### src/rtl/cpu_prog_sequencer.sv
// Program sequencer feeding an 8-bit accumulator CPU: preload bytes, then stream them on start.
// Optional build macro SEQ_LOOP_EN adds a `stop` input and replays the program back-to-back.
module cpu_prog_sequencer #(
    parameter int DEPTH = 32,
    parameter int AW    = 5
) (
    input  logic          clk,
    input  logic          reset,
    input  logic          ld_valid,
    input  logic [AW-1:0] ld_addr,
    input  logic [7:0]    ld_data,
    output logic          ld_ready,
    input  logic          start,
    input  logic [AW:0]   len,
`ifdef SEQ_LOOP_EN
    input  logic          stop,
`endif
    output logic [7:0]    cpu_in,
    output logic          cpu_reset,
    output logic          busy,
    output logic          done,
    output logic          err
);

    typedef enum logic [2:0] {S_IDLE, S_RST, S_OP, S_ARG, S_DONE} state_t;

    localparam logic [AW:0] MAX_LEN  = (AW+1)'(DEPTH);
    localparam logic [AW:0] PC_ONE   = (AW+1)'(1);
    localparam logic [7:0]  PAD_BYTE = 8'h00;
    localparam logic [7:0]  PARK_OP  = 8'hB0;

    state_t      state_q;
    logic [7:0]  mem_q [DEPTH];
    logic [AW:0] len_q;
    logic [AW:0] pc_q;
    logic [AW:0] start_len_q;
    logic        start_q;
    logic        rst_cnt_q;
    logic [7:0]  cpu_in_q;
    logic        cpu_reset_q;
    logic        busy_q;
    logic        done_q;
    logic        err_q;

    logic        last_w;
    logic        finish_w;
    logic        end_w;
    logic [7:0]  rd_w;

    function automatic logic is_two_byte(input logic [7:0] op);
        case (op[7:4])
            4'h6, 4'h7, 4'h8, 4'hA, 4'hC: return 1'b1;
            default:                      return 1'b0;
        endcase
    endfunction

    assign ld_ready  = (state_q == S_IDLE) || (state_q == S_DONE);
    assign cpu_in    = cpu_in_q;
    assign cpu_reset = cpu_reset_q;
    assign busy      = busy_q;
    assign done      = done_q;
    assign err       = err_q;

    // cpu_in always holds the byte just emitted; pc points at the next byte to fetch.
    assign last_w   = (pc_q == len_q);
    assign rd_w     = mem_q[pc_q[AW-1:0]];
    assign finish_w = last_w && (((state_q == S_OP) && !is_two_byte(cpu_in_q)) ||
                                 (state_q == S_ARG));
`ifdef SEQ_LOOP_EN
    assign end_w = stop;
`else
    assign end_w = 1'b1;
`endif

    always_ff @(posedge clk) begin
        if (reset && ld_valid && ld_ready) begin
            mem_q[ld_addr] <= ld_data;
        end
    end

    always_ff @(posedge clk or negedge reset) begin
        if (!reset) begin
            state_q     <= S_IDLE;
            len_q       <= '0;
            pc_q        <= '0;
            start_len_q <= '0;
            start_q     <= 1'b0;
            rst_cnt_q   <= 1'b0;
            cpu_in_q    <= 8'h00;
            cpu_reset_q <= 1'b1;
            busy_q      <= 1'b0;
            done_q      <= 1'b0;
            err_q       <= 1'b0;
        end else begin
            // start is registered once, so RST occupies exactly two cycles before edge k+3
            start_q     <= start;
            start_len_q <= len;
            if (finish_w) begin
                if (end_w) begin
                    state_q  <= S_DONE;
                    cpu_in_q <= PARK_OP;
                    busy_q   <= 1'b0;
                    done_q   <= 1'b1;
                end else begin
                    state_q  <= S_OP;
                    cpu_in_q <= mem_q[0];
                    pc_q     <= PC_ONE;
                end
            end else begin
                case (state_q)
                    S_IDLE, S_DONE: begin
                        if (start_q) begin
                            if ((start_len_q != '0) && (start_len_q <= MAX_LEN)) begin
                                state_q     <= S_RST;
                                len_q       <= start_len_q;
                                pc_q        <= '0;
                                rst_cnt_q   <= 1'b0;
                                cpu_reset_q <= 1'b1;
                                cpu_in_q    <= 8'h00;
                                busy_q      <= 1'b1;
                                done_q      <= 1'b0;
                                err_q       <= 1'b0;
                            end else begin
                                err_q <= 1'b1;
                            end
                        end
                    end
                    S_RST: begin
                        if (rst_cnt_q) begin
                            state_q     <= S_OP;
                            cpu_reset_q <= 1'b0;
                            cpu_in_q    <= mem_q[0];
                            pc_q        <= PC_ONE;
                        end else begin
                            rst_cnt_q <= 1'b1;
                        end
                    end
                    S_OP: begin
                        if (!last_w) begin
                            cpu_in_q <= rd_w;
                            pc_q     <= pc_q + PC_ONE;
                            state_q  <= is_two_byte(cpu_in_q) ? S_ARG : S_OP;
                        end else begin
                            // truncated two-byte opcode: feed a pad argument
                            cpu_in_q <= PAD_BYTE;
                            err_q    <= 1'b1;
                            state_q  <= S_ARG;
                        end
                    end
                    S_ARG: begin
                        cpu_in_q <= rd_w;
                        pc_q     <= pc_q + PC_ONE;
                        state_q  <= S_OP;
                    end
                    default: state_q <= S_IDLE;
                endcase
            end
        end
    end

endmodule

### config.mk
export PLATFORM = sky130hd
export DESIGN_NAME = cpu_prog_sequencer
export DESIGN_NICKNAME = d
export VERILOG_FILES = /design/src/rtl/cpu_prog_sequencer.sv
export SDC_FILE = /design/constraint.sdc
export NUM_CORES = 1
export LEC_CHECK = 0
export ABC_AREA = 1
export BUFFER_PORTS_ARGS = -buffer_cell sky130_fd_sc_hd__buf_2
export CELL_PAD_IN_SITES_DETAIL_PLACEMENT = 1
export CELL_PAD_IN_SITES_GLOBAL_PLACEMENT = 1
export CORE_MARGIN = 1.5
export CORE_UTILIZATION = 35
export CTS_BUF_LIST = sky130_fd_sc_hd__clkbuf_4 sky130_fd_sc_hd__clkbuf_8
export CTS_CLUSTER_SIZE = 8
export DETAILED_ROUTE_END_ITERATION = 7
export PLACE_DENSITY = 0.59
export SLEW_MARGIN = 25
export SYNTH_ARGS = -nofsm -noshare
export SYNTH_HDL_FRONTEND = slang
export SYNTH_SLANG_ARGS = --single-unit
### constraint.sdc
create_clock -name clk -period 2.6 [get_ports clk]
set_input_delay 0.13 -clock clk [delete_from_list [all_inputs] [get_ports clk]]
set_output_delay 0.13 -clock clk [all_outputs]
set_load 0.01 [all_outputs]
Yosys cells after proc, flatten, opt, wreduce, memory -nomap -nowiden. Memory sizes are Yosys's and may differ from the RTL's. Index checks and enable logic that the tools add are counted.

$add $sub $neg: 1. Multiply operators: 0. Divide/modulo/power cells: 0. $lt $le $gt $ge: 1. Equality and inequality tests: 18. Shift operators: 0. Mux-type cells: 39. Bitwise logic cells: 1. Reduce and logical (&&, ||, !) cells: 27.

Operators with widths (number): $mux 8 (5); $pmux 8 s4 (1); $mux 6 (4); $pmux 6 s4 (1); $mux 1 (20); $reduce_and 4->1 (4); $eq 4x4->1 const B (3); $mux 3 (4); $pmux 3 s4 (1); $ne 2x2->1 const B (5); $reduce_bool 2->1 (5); $ne 3x3->1 const B (3); $eq 4x3->1 const B (2); $add 6x1->6 const B (1); $eq 3x2->1 const B (2); $eq 6x6->1 (1); $le 6x6->1 const B (1); $pmux 1 s2 (3); $reduce_and 3->1 (2); $reduce_and 6->1 (1); $reduce_bool 6->1 (1); $logic_and 1x1->1 (5); $reduce_and 5->1 (1); $reduce_bool 5->1 (1); 9 further kinds (10).

Register bits after elaboration: 35. Bits in latches: 0. Memory bits (writable): 256. Bits in read-only memories: 0. Input bits: 23. Output and inout port bits: 13. Word-level logic and storage cells: 99. Memories kept: 1.

Memories: mem_q (depth 32, width 8, read ports 2, clocked after memory_dff 0, write ports 1, line 33) `logic [7:0] mem_q [DEPTH];`.

Longest topological paths before layout.
Word-level depth: 12. Depth in mapped cells: 15. Mapped depth without buffers: 11.

Worst setup path after synthesis. No wires, ideal clock.

Kind: reg2reg. From: register state_q[0]. To: memory mem_q[0][0] (enable). Library setup time: 0.370 ns. Arrival time: 1.586 ns. Data required time: 2.230 ns. Slack: 0.644 ns. Stages on the path, launching flop included: 6. Path buffers: 0. Clock period less this slack: 1.956 ns. Path through: dfrtp_1 -> nor2_2 -> inv_1 -> nor2_1 -> nand3_1 -> nor2_1.

Word-level cells in the longest chain between the ends: 5. Elaborated cells on any way between the ends: 6. Classes of those cells: eq/ne (1); mux (2); reduce/logical (3).

Ends and longest elaborated chain: start: declaration (line 32) `state_t state_q;`; start signal: assignment (line 142) `state_q <= is_two_byte(cpu_in_q) ? S_ARG : S_OP;`; $eq 3x3->1 / $logic_not 3->1 (equally long branches) (line 57) `assign ld_ready = (state_q == S_IDLE) || (state_q == S_DONE);`; $logic_or 1x1->1 * (line 57); net ld_ready (line 12) `output logic ld_ready,`; $logic_and 1x1->1 * (line 76) `if (reset && ld_valid && ld_ready) begin`; $mux 1 * (line 76); $mux 1 (implied by the code) * (line 77) `mem_q[ld_addr] <= ld_data;`; end: declaration (line 33).

Mark *: on every way through the listed nets, which the timed path passes. The rest lies on a longest branch.

Final worst setup path.
From: register state_q[0]. To: memory mem_q[6][1] (enable).

Word-level cells in the longest chain between the ends: 5. Elaborated cells on any way between the ends: 6. Classes of those cells: eq/ne (1); mux (2); reduce/logical (3).

Ends and longest elaborated chain (line): $eq 3x3->1 / $logic_not 3->1 (equally long branches) (57); $logic_or 1x1->1 * (57); $logic_and 1x1->1 * (76); $mux 1 * (76); $mux 1 (implied by the code) * (77).

Every way passes the cells marked *; elsewhere a longest branch is shown, timed or not.

==> results_tabular.tex <==
\begin{tabular}{lr}
\hline
Metric & Value \\
\hline
\multicolumn{2}{l}{\textbf{Clocking}} \\
\quad CTS resizes & 0 \\
\quad Buffer levels on the longest clock path & 3 \\
\quad H-tree Lvls & 2 \\
\quad Inserted Clock Buffers & 50 \\
\quad Clock root cell & sky130\_fd\_sc\_hd\_\_clkbuf\_8 \\
\quad Number of buffers inserted for hold repair after clock tree synthesis & 8 \\
\quad Count of clock tree sinks & 291 \\
\quad Setup Buffers After CTS & 0 \\
\quad CTS tree & done \\
\quad Clock latency on the worst-skew pair & 0.60 ns \\
\quad Clock-pin slew of the registers on the worst-case setup and hold paths & 0.06 ns \\
\multicolumn{2}{l}{\textbf{Timing}} \\
\quad Post-layout min period & 2.34 ns \\
\quad Worst hold slack & 0.127 ns \\
\quad Max transition margin & 0.394 \\
\quad Fin crit share & 0.900 \\
\quad Post-route setup TNS & 0 ns \\
\quad Number of pins exceeding their max-slew limit in the final report & 0 \\
\quad Max Clock Freq & 427 MHz \\
\quad Post-Route Skew & 0.0293 ns \\
\quad Worst slew pin tran & 0.909 ns \\
\quad Count of final setup violators & 0 \\
\quad Hold Fails Final Rpt & 0 \\
\quad RSZ-0062 raised after global routing & false \\
\multicolumn{2}{l}{\textbf{Floorplan}} \\
\quad Number of cell rows & 68 \\
\quad Effective utilization at floorplan & 0.356 \\
\quad Die Area & 0.0364 mm² \\
\quad Chip height & 191 µm \\
\quad Standard cell core area & 0.0346 mm² \\
\quad Count of boundary I/O pins & 36 \\
\quad DIE WIDTH & 191 µm \\
\multicolumn{2}{l}{\textbf{Drt}} \\
\quad Antenna-violating nets left & 0 \\
\quad Number of remaining DRC errors & 0 \\
\quad Number of optimization iterations in the first detailed-route pass & 4 \\
\quad Detailed Route WL & 35.5 mm \\
\quad Post-DR wirelength/cell & 20.1 µm \\
\quad Routed via count & 8559 \\
\quad Average vias per placed instance & 4.84 \\
\quad Number of design-rule violations left by the first detailed-router iteration & 534 \\
\multicolumn{2}{l}{\textbf{Yosys}} \\
\quad Top area cells in the synthesized netlist & sky130\_fd\_sc\_hd\_\_edfxtp\_1 62\%, sky130\_fd\_sc\_hd\_\_nand2\_1 11\%, sky130\_fd\_sc\_hd\_\_dfrtp\_1 6.9\% \\
\quad Leading area contributor after synthesis & sky130\_fd\_sc\_hd\_\_edfxtp\_1 \\
\quad Netlist area before placement & 0.0123 mm² \\
\quad Proportion of synthesized area in mux cells & 0.000912 \\
\quad Async S/R FF share, synth & 0.120 \\
\quad Warning count from the yosys run & 0 \\
\quad Avg Inst Size Synth & 10.5 µm² \\
\quad Post-Syn Nets & 1204 \\
\quad Combinational family with the most area after synthesis & simple AND/OR/NAND/NOR gates \\
\quad Xor/xnor share of the synthesized area & 0.00142 \\
\quad Post-synthesis simple-gate area fraction & 0.226 \\
\quad Synth unique cells & 32 \\
\quad Compound-Gate Fraction of Synth Area & 0.0308 \\
\quad Number of enable flip-flop cells after synthesis & 256 \\
\quad Post-synthesis instance total & 1180 \\
\quad Sequential-to-total area share from yosys stat & 0.694 \\
\quad Flip-flop and latch count after synthesis & 291 \\
\quad Commonest cells post-synth & 357 x sky130\_fd\_sc\_hd\_\_nand2\_1, 256 x sky130\_fd\_sc\_hd\_\_edfxtp\_1, 152 x sky130\_fd\_sc\_hd\_\_nand3\_1 \\
\quad Post-synth top area share & 0.623 \\
\quad Synthesized-area fraction occupied by adder cells & 0.00101 \\
\quad Most frequent cell after synthesis & sky130\_fd\_sc\_hd\_\_nand2\_1 \\
\quad Dominant synthesized flop cell & sky130\_fd\_sc\_hd\_\_edfxtp\_1 \\
\multicolumn{2}{l}{\textbf{Run}} \\
\quad MaxCap Viol Count & 0 \\
\multicolumn{2}{l}{\textbf{Final layout}} \\
\quad Finished Core Util & 0.414 \\
\quad Fraction of final layout cells with drive strength greater than 1 & 0.143 \\
\quad Final Net Count & 1297 \\
\quad Final Non-Filler Cells & 1767 \\
\quad Area added between synthesis and finish & 16.2\% \\
\quad Antenna Diode Count & 0 \\
\multicolumn{2}{l}{\textbf{Setup path}} \\
\quad Most used cell along the critical path & sky130\_fd\_sc\_hd\_\_nor2\_1 \\
\quad Critical Path Fanout Max & 8 \\
\quad Data required time at the worst endpoint & 2.84 ns \\
\quad Ordered list of cells on the worst path & nor2\_2, inv\_1, nor2\_1, nand3\_1, nor2\_1 \\
\quad Library cell contributing the largest single delay on the critical path & sky130\_fd\_sc\_hd\_\_nor2\_1 \\
\quad Nature of the critical path endpoint & flip-flop \\
\quad Number of buffer and inverter stages on the critical path & 1 \\
\quad Worst reg2reg startpoint & state\_q[0] \\
\quad Maximum single-stage delay on the critical path & 0.62 ns \\
\quad Origin of the worst setup path & state\_q[0] \\
\quad Startpoint type of the worst setup path & flip-flop \\
\quad CP delay by family, top & simple AND/OR/NAND/NOR gates \\
\quad Critical path data arrival time & 2.58 ns \\
\quad Path type of the worst setup path & reg2reg \\
\multicolumn{2}{l}{\textbf{Placement}} \\
\quad Count of buffers from port buffering & 35 \\
\quad Placer Congestion & 0.795 \\
\quad \# placed instances & 1668 \\
\quad Detailed placement HPWL & 21.9 mm \\
\multicolumn{2}{l}{\textbf{Outcome}} \\
\quad Outcome & complete, no violations \\
\multicolumn{2}{l}{\textbf{Global route}} \\
\quad Remaining Overflow, GRT & 0 \\
\quad Global-route wire length before repair & 55.0 mm \\
\quad GRT Overall Usage & 0.203 \\
\quad Antenna violations before repair & 0 \\
\quad Vias in the first global route & 9123 \\
\quad Pin count of the biggest net entering global routing & 74 \\
\multicolumn{2}{l}{\textbf{Pwr}} \\
\quad IR drop worst, VDD & 0.000635 V \\
\quad Power per unit of standard cell area & 878 mW/mm² \\
\quad Power, Total & 12.6 mW \\
\quad Leakage power summed over all cells & 5.71 nW \\
\multicolumn{2}{l}{\textbf{Min path}} \\
\quad Worst min path class & in2async \\
\hline
\end{tabular}
[sequential cells by signal, summed over array words and instances (netlist names)]
signal / flops
err: 1
done: 1
len_q: 6
cpu_in: 8
pc_q: 6
rst_cnt_q: 1
busy: 1
state_q: 3
start_q: 1
mem_q: 256
cpu_reset: 1
start_len_q: 6
[worst register-to-register path: cells and delay by family, from the launching register on]
family / cells / cell delay (ns)
buffers and inverters: 1 / 0.15
AND/OR/NAND/NOR: 4 / 1.43
flip-flops: 1 / 0.42
[power by group]
group | switching (mW) | internal [mW]
sequential | 0.137 | 5.28
clock | 1.88 | 2.20
combinational | 2.18 | 0.921
[final cells by class]
type	instances	area (µm²)
inverter	85	322
sequential	291	8570
multi-input combinational	751	3210
fill	3837	20300
clock inverter	23	130
tap	455	569
timing repair buffer	94	701
clock buffer	68	842
[cell families (layout without fill, tap and decap cells)]
logic type               Yosys count  count (layout)
buffers and inverters            138             270
flip-flops                       291             291
multiplexers                       1               1
XOR/XNOR                           2               2
AO/OA/AOI/OAI                     72              72
adder cells (fa/ha/maj)            1               1
AND/OR/NAND/NOR                  675             675
[final timing paths]
path / endpoint / slack (ns) / cells past startpoint
min: len_q[0] / 0.13 / 3
min in group clk: mem_q[4][7] / 0.16 / 1
max: mem_q[6][1] / 0.26 / 5
max in group asynchronous: pc_q[0] / 2.09 / 3
min reg2reg: cpu_reset / 0.47 / 2
max reg2reg: mem_q[6][1] / 0.26 / 5
[cells in the final DEF (no fill, tap or decap), drive strengths merged]
cell and count:
a21boi 1, a21oi 23, buf 86, bufinv 1, clkbuf 68, clkinv 21, dfrtp 34, dfstp 1
dlygate4sd3 8, edfxtp 256, ha 1, inv 86, mux2 1, nand2 361, nand3 153, nand3b 1
nand4 3, nor2 153, nor3 2, nor4 1, o21a 1, o21ai 47, or2 1, xor2 2
[through the flow]
step	setup WS, ns	area (µm²)
final	0.260	14300
after global routing	0.0231	14300
after CTS	0.236	14300
after detailed placement	0.217	13300
after global placement	0.366	13300
after floorplan	0.644	12300
[layer usage]
layer	vias to the layer above	part of all wire	track usage
li1	4133	-	-
met4	0	0.022	0.0615
met1	4229	0.47	0.275
met5	-	0	0
met2	142	0.48	0.338
met3	55	0.032	0.0289
Note: power is estimated with default switching activity, not from simulation.
